File: config.mk
export PLATFORM = sky130hd
export DESIGN_NAME = uar_top
export DESIGN_NICKNAME = d
export VERILOG_FILES = /design/src/rtl/uar_top.sv
export SDC_FILE = /design/constraint.sdc
export NUM_CORES = 1
export LEC_CHECK = 0
export CAP_MARGIN = 10
export CORE_MARGIN = 4
export CORE_UTILIZATION = 47
export CTS_CLUSTER_SIZE = 30
export DETAILED_ROUTE_END_ITERATION = 8
export GPL_ROUTABILITY_DRIVEN = 0
export GPL_TIMING_DRIVEN = 0
export PLACE_DENSITY_LB_ADDON = 0.1
export RECOVER_POWER = 50
export SYNTH_ARGS = -nofsm -noshare
export SYNTH_HDL_FRONTEND = slang
export SYNTH_SLANG_ARGS = --single-unit
File: constraint.sdc
create_clock -name clk -period 1.1 [get_ports clk]
set_input_delay 0.275 -clock clk [delete_from_list [all_inputs] [get_ports clk]]
set_output_delay 0.275 -clock clk [all_outputs]
set_load 0.02 [all_outputs]
File: src/rtl/uar_top.sv
// UART 8N1 receiver with a configurable bit period and framing-error detection.
// Define UAR_SYNC_EN to add a 2-flop input synchronizer for asynchronous lines.
module uar_top #(
  parameter int CLKS_PER_BIT = 1
) (
  input  logic       clk,
  input  logic       rst,
  input  logic       ser_in,
  output logic [7:0] dout_byte,
  output logic       dout_rdy,
  output logic       frame_err,
  output logic       rx_busy
);

  localparam int HALF = CLKS_PER_BIT / 2;
  localparam int CW   = $clog2(CLKS_PER_BIT) + 1;
  localparam logic [CW-1:0] HALF_C = CW'(HALF);
  localparam logic [CW-1:0] LAST_C = CW'(CLKS_PER_BIT - 1);

  typedef enum logic [2:0] {WAIT_IDLE, IDLE, START, DATA, STOP} state_t;

  state_t        state_reg;
  logic [CW-1:0] cnt_reg;
  logic [3:0]    bit_cnt_reg;
  logic [7:0]    shreg_reg;
  logic          s_in;

`ifdef UAR_SYNC_EN
  logic sync1_reg, sync2_reg;

  // Both flops reset high so the line reads idle straight out of reset.
  always_ff @(posedge clk) begin
    if (rst) begin
      sync1_reg <= 1'b1;
      sync2_reg <= 1'b1;
    end else begin
      sync1_reg <= ser_in;
      sync2_reg <= sync1_reg;
    end
  end

  assign s_in = sync2_reg;
`else
  assign s_in = ser_in;
`endif

  always_ff @(posedge clk) begin
    if (rst) begin
      state_reg   <= WAIT_IDLE;
      cnt_reg     <= '0;
      bit_cnt_reg <= 4'd0;
      shreg_reg   <= 8'h00;
      dout_byte   <= 8'h00;
      dout_rdy    <= 1'b0;
      frame_err   <= 1'b0;
      rx_busy     <= 1'b0;
    end else begin
      dout_rdy  <= 1'b0;
      frame_err <= 1'b0;
      case (state_reg)
        WAIT_IDLE: begin
          if (s_in) state_reg <= IDLE;
        end
        IDLE: begin
          if (!s_in) begin
            rx_busy     <= 1'b1;
            bit_cnt_reg <= 4'd0;
            // With one clock per bit there is no mid-bit to wait for.
            if (HALF == 0) begin
              state_reg <= DATA;
              cnt_reg   <= '0;
            end else begin
              state_reg <= START;
              cnt_reg   <= CW'(1);
            end
          end
        end
        START: begin
          if (cnt_reg == HALF_C) begin
            cnt_reg <= '0;
            if (!s_in) begin
              state_reg <= DATA;
            end else begin
              state_reg <= IDLE;
              rx_busy   <= 1'b0;
            end
          end else begin
            cnt_reg <= cnt_reg + CW'(1);
          end
        end
        DATA: begin
          if (cnt_reg == LAST_C) begin
            shreg_reg   <= {s_in, shreg_reg[7:1]};
            bit_cnt_reg <= bit_cnt_reg + 4'd1;
            cnt_reg     <= '0;
            if (bit_cnt_reg == 4'd7) state_reg <= STOP;
          end else begin
            cnt_reg <= cnt_reg + CW'(1);
          end
        end
        STOP: begin
          if (cnt_reg == LAST_C) begin
            cnt_reg <= '0;
            rx_busy <= 1'b0;
            if (s_in) begin
              dout_byte <= shreg_reg;
              dout_rdy  <= 1'b1;
              state_reg <= IDLE;
            end else begin
              frame_err <= 1'b1;
              state_reg <= WAIT_IDLE;
            end
          end else begin
            cnt_reg <= cnt_reg + CW'(1);
          end
        end
        default: state_reg <= WAIT_IDLE;
      endcase
    end
  end

endmodule

Word-level counts from Yosys, hierarchy flattened

Cells that the tools add are included.

Add/subtract/negate cells: 2
Multipliers: 0
Divide/modulo/power cells: 0
Order comparisons: 0
Equality and inequality tests: 12
Shift-type cells: 0
Multiplexer cells: 22
Bitwise operators: 2
Reductions and logical operators: 12

Operator list:

| kind                                                                   | count |
|---|---|
| 3-bit two-way mux                                                      | 6 |
| 3-bit case mux with 5 select lines                                     | 1 |
| 2-bit inequality test (second input constant)                          | 7 |
| 1-bit two-way mux                                                      | 9 |
| 4-bit two-way mux                                                      | 2 |
| 4-bit case mux with 2 select lines                                     | 1 |
| 3-bit by 2-bit equality test with 1-bit output (second input constant) | 2 |
| 3-bit AND reduction                                                    | 2 |
| 6-bit AND reduction                                                    | 1 |
| 3-bit OR reduction                                                     | 2 |
| 5-bit AND reduction                                                    | 1 |
| 4-bit by 1-bit adder with 4-bit output (second input constant)         | 1 |
| 4-bit by 3-bit equality test with 1-bit output (second input constant) | 1 |
| 2-bit AND reduction                                                    | 2 |
| 2-bit nonzero test                                                     | 2 |
| 3-bit by 1-bit equality test with 1-bit output (second input constant) | 1 |
| 3-bit equality test (second input constant)                            | 1 |
| 3-bit logical NOT                                                      | 1 |
| 1-bit case mux with 3 select lines                                     | 1 |
| 3-bit nonzero test                                                     | 1 |
| 2-bit two-way mux                                                      | 1 |
| 1-bit inverter                                                         | 2 |
| 1-bit case mux with 2 select lines                                     | 1 |
| 1-bit adder (second input constant)                                    | 1 |

Flip-flop bits (word level): 27
Bits in latches: 0
Memory bits (writable): 0
ROM bits: 0
Input port bits: 3
Output and inout port bits: 11
Memories kept: 0

Logic depth before layout (Yosys ltp)

Gate-level depths: netlist of run 1.

Depth after elaboration: 4
Gate-level depth with buffers: 5
Mapped depth without buffers: 4

Worst setup path before layout of run 1

No wires, ideal clock.

Path kind: reg2reg
From: register state_reg[2]
To: register bit_cnt_reg[3]
Library setup time: 0.074 ns
Arrival: 1.043 ns
Slack: -0.017 ns
Cell stages (with the launch flop): 4
Buffers on the path: 0
Clock period less this slack: 1.117 ns
Cell sequence: dfxtp_1 > nand2b_1 > or4_1 > a31oi_1

Cells in the longest elaborated chain, start to end: 3
Elaborated cells on any way between the ends: 7
Those cells by class: eq/ne: 4; mux: 1; reduce/logical: 2

Ends and longest elaborated chain:

| element                                                                                                          | line | text |
|---|---|---|
| from (decl)                                                                                                      | 22   | `state_t state_reg;` |
| from (signal assigned)                                                                                           | 49   | `state_reg <= WAIT_IDLE;` |
| from (signal assigned)                                                                                           | 62   | `if (s_in) state_reg <= IDLE;` |
| from (signal assigned)                                                                                           | 70   | `state_reg <= DATA;` |
| 3-bit by 2-bit equality test with 1-bit output or 3-bit by 1-bit equality test with 1-bit output (tied branches) | 60   | `case (state_reg)` |
| 2-bit inequality test (no line) or 2-bit nonzero test (tied branches)                                            | n/a  |  |
| 3-bit AND reduction (no line)                                                                                    | n/a  |  |
| to (signal assigned)                                                                                             | 94   | `bit_cnt_reg <= bit_cnt_reg + 4'd1;` |
| to (decl)                                                                                                        | 24   | `logic [3:0] bit_cnt_reg;` |

Parallel ways exist; a longest one is shown, timed or not.
A chain may end at the register's enable or synchronous reset.

Worst setup path in the final report of run 1

Same ends and word-level chain as after synthesis.

==> flow_summary.yaml, run 1 <==
run_status:
  outcome: "complete, but fails checks"
  violations: "setup timing"
drt:
  drc_errors: 0
  first_pass_iters: 4
  postRouteAntennaNets: 0
  wl_um: 2740
  drt_iter0_drc: 19
  vias: 987
  wl_per_cell_um: 15.2
  vias_per_cell: 5.48
pwr:
  max-vdd-ir-drop_mv: 1.01
  total_leakage_power_uw: 0.000530
  power_density_nw_per_um2: 1080
clock_network:
  clkTransAtPathRegs_ns: 0.14
  h-tree-depth: 1
  clock_sinks: 26
  cts_buffers: 3
  cts-root-buf: "clkbuf_4"
  insertion_delay_ns: 0.34
  cts_tree: "yes"
  cts_buffer_depth: 2
  hold_buffers: 0
layout:
  final_nets: 158
  antenna-diode-count: 0
  final_util: 0.772
  syn2layout_area_growth_pct: 50.2
  drive_gt1_frac: 0.601
floorplan:
  die_h_um: 55.3
  core_um2: 2040
  core.rowCount: 16
  initial_core_util: 0.514
  dieArea_um2: 3050
  die_w_um: 55.3
  ios: 14
global_route:
  gr-total-overflow: 0
  grt_max_degree: 15
  track_usage: 0.176
  grt_pass1_vias: 945
  antenna_found_initial: 0
  grt_pass1_wl_um: 4280
placed_design:
  hpwl_um: 1500
  place_ws_ns: -0.600
  io_buffers: 12
worst_setup_path:
  start_kind: "flip-flop"
  worstPathMaxFanout: 4
  crit_arrival_ns: 1.52
  crit_required_ns: 1.38
  cp-end-kind: "flip-flop"
  crit_type: "reg -> reg"
hold_path:
  min_path_type: "in -> reg"
yosys:
  synthDistinctLibCells: 28
  synth_area_leaders: "dfxtp_1 (50%), nand2_1 (13%), a21oi_1 (10%)"
  synth_top_cell_by_area: "dfxtp_1"
  avgSynthCellArea_um2: 8.20
  yosysWarnings: 0
  syn_nets: 132
  yosysSeqAreaShare: 0.496
  syn_inst: 128
  synth_seq_cells: 26
  synth_area_um2: 1050
  synth_top_area_frac: 0.496
sta:
  hold_slack_ns: 0.149
  worst_slack_ns: -0.144
  fin_tns_setup_ns: -2.09
  worst_pin_slew_ns: 0.678
  finalHoldViolCount: 0
  fmax_ghz: 0.804
  fin_crit_ns: 1.24
  fin_skew_ns: 0.00615
  slew_violations: 0
  rsz0062_at_grt: "yes"
  setup_viol: 21
  period_share: 1.13
  max_slew_margin: 0.548
run:
  maxCapViolations: 0
## cell type report
class	instances	area (µm²)
sequential	26	552
inverter	1	3.75
buffer	7	68.8
timing repair buffer	23	219
multi-input combinational	92	663
tap	27	33.8
clock buffer	4	36.3
fill	137	465
## cells by family (layout without fill, tap and decap cells)
kind of cell,count (synthesis),in the layout,synth area share
fa+ha+maj,1,1,0.0119
simple gates,60,60,0.277
buf+inv,10,35,0.0584
flops,26,26,0.496
xor+xnor,1,1,0.00834
compound gates,30,30,0.149
## routing by layer
layer  wire length, µm  global-route usage
met4                43               0.101
met1              1240               0.212
met5                 0                   0
met2              1310               0.285
met3               148              0.0396
## per-stage QoR
| step | power (µW) | cells | cell area, µm² |
|---|---|---|---|
| floorplan | 1090 | 128 | 1050 |
| global placement | 1120 | 167 | 1200 |
| detailed placement | 1120 | 167 | 1200 |
| CTS | 1640 | 176 | 1380 |
| global route | 1760 | 180 | 1580 |
| finish | 1700 | 180 | 1580 |
## worst max-delay path: stages, from the launching register on
cell and delay (ns):
dfxtp_4 0.38, nand2b_4 0.15, or4_4 0.48, a31oi_2 0.18
## power by group
| part | internal, µW | switching [µW] | leakage, µW | total (µW) |
|---|---|---|---|---|
| Combinational | 116 | 115 | 0.000289 | 231 |
| Clock | 203 | 295 | 0.0000210 | 498 |
| Sequential | 952 | 20.1 | 0.000219 | 972 |
## cells in the mapped netlist (all sizes together)
master,n
a211oi,1
a31oi,1
nand3b,2
nor4bb,1
dfxtp,26
nand2,35
inv,1
o21ai,6
and4bb,1
ha,1
xnor2,1
nand2b,3
a21oi,21
or4,1
nand4bb,1
or3,1
nor4,1
nor2b,3
nand3,2
clkbuf,5
nor3,3
nor2,5
buf,4
and3b,1
o31ai,1
## layout by cell type, fill, tap and decap left out, types with 2 or more instances in the layout
cell type   n
nand2_2    12
nand3_1     2
nor2b_1     2
buf_4       9
a21oi_2    16
dfxtp_1     9
dfxtp_4     4
clkbuf_1    2
nand2_1    22
a21oi_1     5
nor2_1      4
clkbuf_4    4
o21ai_0     4
o21ai_1     2
buf_6      15
nor3_2      2
nand3b_1    2
dfxtp_2    13
nand2b_1    2
clkbuf_8    3
## final timing paths
check,start,to,slack (ns),cells after the start
worst min register to register,shreg_reg[0]$_SDFFE_PP0P_,dout_byte[0]$_SDFFE_PP0P_,0.46,2
worst max register to register,state_reg[2]$_SDFFE_PP0P_,bit_cnt_reg[3]$_SDFFE_PP0P_,-0.14,3
worst max-delay path,state_reg[2]$_SDFFE_PP0P_,bit_cnt_reg[3]$_SDFFE_PP0P_,-0.14,3
worst min-delay path,rst,shreg_reg[4]$_SDFFE_PP0P_,0.15,2
## timing repair
| item | CTS | global route |
|---|---|---|
| gates resized for setup | 92 | 53 |
| cloned | 2 | 0 |
| endpoints found under the hold margin | 0 | 0 |
| setup endpoints to repair | 36 | 35 |
| buffers inserted | 5 | 4 |
| pin swaps | 13 | 15 |
Note: power is estimated with default switching activity, not from simulation.
==> run 2: changes to the inputs <==
--- a/config.mk
+++ b/config.mk
@@ -12,8 +12,10 @@
 export DETAILED_ROUTE_END_ITERATION = 8
 export GPL_ROUTABILITY_DRIVEN = 0
 export GPL_TIMING_DRIVEN = 0
+export MAX_ROUTING_LAYER = met4
 export PLACE_DENSITY_LB_ADDON = 0.1
 export RECOVER_POWER = 50
+export REMOVE_ABC_BUFFERS = 1
 export SYNTH_ARGS = -nofsm -noshare
 export SYNTH_HDL_FRONTEND = slang
 export SYNTH_SLANG_ARGS = --single-unit
==> run 2 against run 1 <==
- the flow still finishes with violations (setup timing)
- clock power is 4% lower
- via count shrank 6.0%
- count of clock-buffer cells in the layout is the same
- sequential share of layout area grew 3.8 points
- sequential power up 1%
- die area unchanged
- register-to-register slack improved by 0.06 ns
- clock skew down 0.0029 ns
- hold slack better by 0.32 ns
- combinational power fell by 22%
- total power fell by 3.6%
- critical path type unchanged
- largest cell class is now flip-flops and latches
==> flow_summary.yaml, run 2 (synthesized netlist as in run 1, its figures left out) <==
drt:
  wl_per_cell_um: 12.5
  vias_per_cell: 5.24
  drt_iter0_drc: 23
  first_pass_iters: 4
  drc_errors: 0
  vias: 928
  wl_um: 2210
  postRouteAntennaNets: 0
sta:
  slew_violations: 0
  rsz0062_at_grt: "yes"
  worst_pin_slew_ns: 0.906
  setup_viol: 13
  worst_slack_ns: -0.0889
  period_share: 1.08
  fin_crit_ns: 1.19
  fin_tns_setup_ns: -0.449
  fmax_ghz: 0.841
  max_slew_margin: 0.396
  finalHoldViolCount: 0
  hold_slack_ns: 0.466
  fin_skew_ns: 0.00321
clock_network:
  cts_buffers: 3
  clkTransAtPathRegs_ns: 0.13
  insertion_delay_ns: 0.32
  cts-root-buf: "clkbuf_4"
  cts_tree: "yes"
  clock_sinks: 26
  hold_buffers: 0
  cts_buffer_depth: 2
  h-tree-depth: 1
pwr:
  clkPwrFrac: 0.291
  switching_share: 0.237
  total_leakage_power_uw: 0.000505
  total_power_uw: 1640
  seq_power_share: 0.599
  max-vdd-ir-drop_mv: 0.724
  intPower_uw: 1250
  p_sw_uw: 388
  combPwrFrac: 0.110
  power_density_nw_per_um2: 1160
layout:
  final_nets: 155
  final_common_cell: "nand2_1"
  layout_common_cells: "nand2_1 (30), a21oi_1 (21), buf_6 (16), dfxtp_2 (12), dfxtp_1 (11)"
  nFillCells: 187
  final_util: 0.689
  antenna-diode-count: 0
  syn2layout_area_growth_pct: 34.1
  seq_area_um2: 547
  multi_input_area_um2: 522
  drive_gt1_frac: 0.373
run:
  maxCapViolations: 0
placed_design:
  hpwl_um: 1240
  io_buffers: 13
global_route:
  grt_pass1_vias: 801
  gr-total-overflow: 0
  grt_pass1_wl_um: 3650
  antenna_found_initial: 0
  grt_max_degree: 27
  track_usage: 0.150
floorplan:
  ios: 14
  die_h_um: 55.3
  core.rowCount: 16
  dieArea_um2: 3050
  core_um2: 2040
  initial_core_util: 0.514
  die_w_um: 55.3
worst_setup_path:
  worstPathMaxFanout: 7
  crit_required_ns: 1.28
  start_kind: "flip-flop"
  cp-end-kind: "flip-flop"
  crit_arrival_ns: 1.37
  crit_type: "reg -> reg"
run_status:
  outcome: "complete, but fails checks"
  violations: "setup timing"
hold_path:
  min_path_type: "reg -> reg"
[run 2: cell count changes in the layout (fill, tap and decap cells not counted), sizes merged]
cell | previous run | this run
buf | 24 | 25
dlygate4sd2 | 1 | 2
clkbuf | 9 | 4
[run 2: what timing repair did]
action | in CTS | in global routing
endpoints found under the hold margin | 0 | 0
setup endpoints to repair | 37 | 34
gates resized for setup | 75 | 32
pin swaps | 4 | 8
setup buffers | 7 | 7
[run 2: final timing paths]
check,start,end,slack [ns],depth (start not counted)
worst max-delay path,state_reg[1]$_SDFFE_PP0P_,state_reg[0]$_SDFFE_PP0P_,-0.09,4
worst max register to register,state_reg[1]$_SDFFE_PP0P_,state_reg[0]$_SDFFE_PP0P_,-0.09,4
worst min-delay path,shreg_reg[0]$_SDFFE_PP0P_,shreg_reg[0]$_SDFFE_PP0P_,0.47,2
worst min register to register,shreg_reg[0]$_SDFFE_PP0P_,shreg_reg[0]$_SDFFE_PP0P_,0.47,2
[run 2: metrics by stage]
stage,instances,setup slack [ns],instance area (µm²)
after floorplan,119,-0.137,992
after global placement,159,-0.627,1160
after detailed placement,159,-0.626,1160
after CTS,170,-0.0791,1270
after global routing,177,-0.146,1410
final,177,-0.0889,1410
[run 2: layer usage]
layer  vias up  routed length [µm]  GRT usage  share of wire
met2        15                1080      0.231           0.49
li1        478                   -          -              -
met4         0                  11     0.0417         0.0050
met1       432                1020      0.188           0.46
met3         3                  95     0.0490          0.043
met5         -                   0          -              0
[run 2: critical path, stage by stage (launching register included)]
cell	delay [ns]
dfxtp_4	0.40
buf_6	0.13
nor2b_1	0.12
o31ai_1	0.28
a21oi_1	0.11
[run 2: power groups by stage]
| stage | sequential, µW | clock, µW | combinational [µW] |
|---|---|---|---|
| after floorplan | 1000 | 0 | 57.9 |
| after global placement | 1000 | 0 | 99.7 |
| after detailed placement | 1010 | 0 | 101 |
| after CTS | 983 | 489 | 145 |
| after global routing | 986 | 540 | 196 |
| final | 982 | 478 | 180 |
[run 2: cell type report]
| class | instances | share of cell area |
|---|---|---|
| repair buffers | 27 | 0.188 |
| well taps | 27 | 0.0240 |
| multi-input cells | 92 | 0.371 |
| inverters | 1 | 0.00267 |
| clock buffers | 4 | 0.0258 |
| flip-flops and latches | 26 | 0.388 |
==> run 3: changes to the inputs <==
--- a/config.mk
+++ b/config.mk
@@ -6,7 +6,6 @@
 export NUM_CORES = 1
 export LEC_CHECK = 0
 export CAP_MARGIN = 10
-export CORE_MARGIN = 4
 export CORE_UTILIZATION = 47
 export CTS_CLUSTER_SIZE = 30
 export DETAILED_ROUTE_END_ITERATION = 8
==> run 3 against run 2 <==
- clock power grew 3%
- critical path type unchanged
- the run still ends with setup timing left
- combinational power grew 14%
- non-clock buffer count shrank 2
- flip-flop and latch count is the same
- highest routed layer unchanged
- worst setup slack gained 0.0061 ns
- wire length grew 9.1%
- critical path depth shrank 1
==> flow_summary.yaml, run 3 (synthesized netlist as in run 1, its figures left out) <==
run_status:
  outcome: "complete, but fails checks"
  violations: "setup timing"
pwr:
  max-vdd-ir-drop_mv: 0.725
  power_density_nw_per_um2: 1150
  total_leakage_power_uw: 0.000504
drt:
  dr.max_layer_used: "met4"
  wl_met2_um: 1100
  drt-met1-wl_um: 1180
  wl_per_cell_um: 13.5
  wl_met3_um: 113
  postRouteAntennaNets: 0
  drc_errors: 0
  first_pass_iters: 4
  wl_um: 2410
  vias_per_cell: 5.35
  vias: 952
  drt_iter0_drc: 14
clock_network:
  hold_buffers: 0
  insertion_delay_ns: 0.32
  cts_tree: "yes"
  h-tree-depth: 1
  cts-root-buf: "clkbuf_4"
  clock_sinks: 26
  cts_buffers: 3
  cts_buffer_depth: 2
  clkTransAtPathRegs_ns: 0.15
sta:
  max_slew_margin: 0.631
  worst_slack_ns: -0.0828
  period_share: 1.08
  fmax_ghz: 0.845
  rsz0062_at_grt: "yes"
  slew_violations: 0
  hold_slack_ns: 0.465
  fin_skew_ns: 0.0101
  finalHoldViolCount: 0
  worst_pin_slew_ns: 0.553
  setup_viol: 16
  fin_crit_ns: 1.18
worst_setup_path:
  r2r_start: "state_reg[2]$_SDFFE_PP0P_"
  cp-end-kind: "flip-flop"
  crit_family: "simple AND/OR/NAND/NOR gates"
  path_depth: 3
  cp_slowest_stage_delay_ns: 0.46
  r2r_end: "bit_cnt_reg[3]$_SDFFE_PP0P_"
  crit_path_cell_trace: "nand2b_4, or4_1, a31oi_1"
  crit_type: "reg -> reg"
  worst-path-buf-inv: 0
  crit_arrival_ns: 1.43
  endpoint: "bit_cnt_reg[3]$_SDFFE_PP0P_"
  crit_required_ns: 1.35
  start_kind: "flip-flop"
  critPathSlowestCell: "or4_1"
  reg2reg_slack_ns: -0.08
  worstPathMaxFanout: 5
  startpoint: "state_reg[2]$_SDFFE_PP0P_"
  reg2reg_depth: 3
floorplan:
  dieArea_um2: 2430
  initial_core_util: 0.519
  die_h_um: 49.3
  core.rowCount: 16
  ios: 14
  die_w_um: 49.3
  core_um2: 2020
placed_design:
  hpwl_um: 1200
  io_buffers: 13
  place_ws_ns: -0.635
layout:
  layout_common_cells: "nand2_1 (32), a21oi_1 (19), buf_6 (13), dfxtp_1 (11)"
  drive_gt1_frac: 0.397
  final_util: 0.720
  final_common_cell: "nand2_1"
  final_nets: 156
  antenna-diode-count: 0
  syn2layout_area_growth_pct: 38.6
global_route:
  track_usage: 0.212
  grt_pass1_vias: 831
  grt_max_degree: 27
  antenna_found_initial: 0
  grt_pass1_wl_um: 3820
  gr-total-overflow: 0
hold_path:
  min_path_type: "in -> reg"
run:
  maxCapViolations: 0
-- run 3: cell types whose count changed in the layout (fill, tap and decap cells not counted), moves of 2 or more --
| cell | change |
|---|---|
| dfxtp_4 | +2 |
| nand2_1 | +2 |
| nand2_2 | -2 |
| dfxtp_2 | -2 |
| buf_6 | -3 |
| a21oi_2 | +2 |
| a21oi_1 | -2 |
-- run 3: how the worst min path moves through the flow --
| stage | from | slack (ns) | endpoint | cells past startpoint |
|---|---|---|---|---|
| CTS | ser_in | 0.45 | frame_err$_SDFF_PP0_ | 2 |
| finish | rst | 0.47 | dout_byte[1]$_SDFFE_PP0P_ | 2 |
| floorplan | rst | 0.34 | bit_cnt_reg[0]$_SDFFE_PP0P_ | 1 |
| global route | dout_byte[6]$_SDFFE_PP0P_ | 0.48 | dout_byte[6]$_SDFFE_PP0P_ | 2 |
| global placement | dout_byte[6]$_SDFFE_PP0P_ | 0.44 | dout_byte[6]$_SDFFE_PP0P_ | 2 |
| detailed placement | dout_byte[5]$_SDFFE_PP0P_ | 0.45 | dout_byte[5]$_SDFFE_PP0P_ | 2 |
-- run 3: through the flow --
| stage | TNS [ns] | instances | area [µm²] | total power (µW) |
|---|---|---|---|---|
| final | -0.597 | 178 | 1460 | 1680 |
| after global routing | -1.74 | 178 | 1460 | 1720 |
| after CTS | -0.505 | 175 | 1340 | 1660 |
| after detailed placement | -15.19 | 159 | 1160 | 1100 |
| after global placement | -14.41 | 159 | 1160 | 1100 |
| after floorplan | -0.453 | 119 | 992 | 1060 |
-- run 3: worst reg2reg max path, cell delays in order (launching register included) --
cell and delay [ns]:
dfxtp_4 0.38, nand2b_4 0.15, or4_1 0.46, a31oi_1 0.13
-- run 3: area by class of cell --
| type | instances | area [µm²] |
|---|---|---|
| Multi-Input combinational cell | 95 | 594 |
| Clock buffer | 4 | 36.3 |
| Sequential cell | 26 | 552 |
| Timing Repair Buffer | 25 | 235 |
| Tap cell | 27 | 33.8 |
| Fill cell | 159 | 567 |
| Inverter | 1 | 3.75 |
-- run 3: power by group --
group	internal [µW]	switching [µW]	total (µW)
clock	202	292	494
combinational	107	98.8	205
sequential	950	26.4	977
-- run 3: metal layers --
metal / up-vias / GRT usage
met3: 2 / 0.0280
met5: - / -
met2: 25 / 0.320
met1: 442 / 0.289
met4: 0 / 0.0735
li1: 483 / -
-- run 3: what timing repair did --
action,4_1_cts,5_1_grt
pin swaps,8,5
setup endpoints to repair,37,36
setup buffers,10,2
resized for setup,84,29
cloned,2,1
hold endpoints to repair,0,0
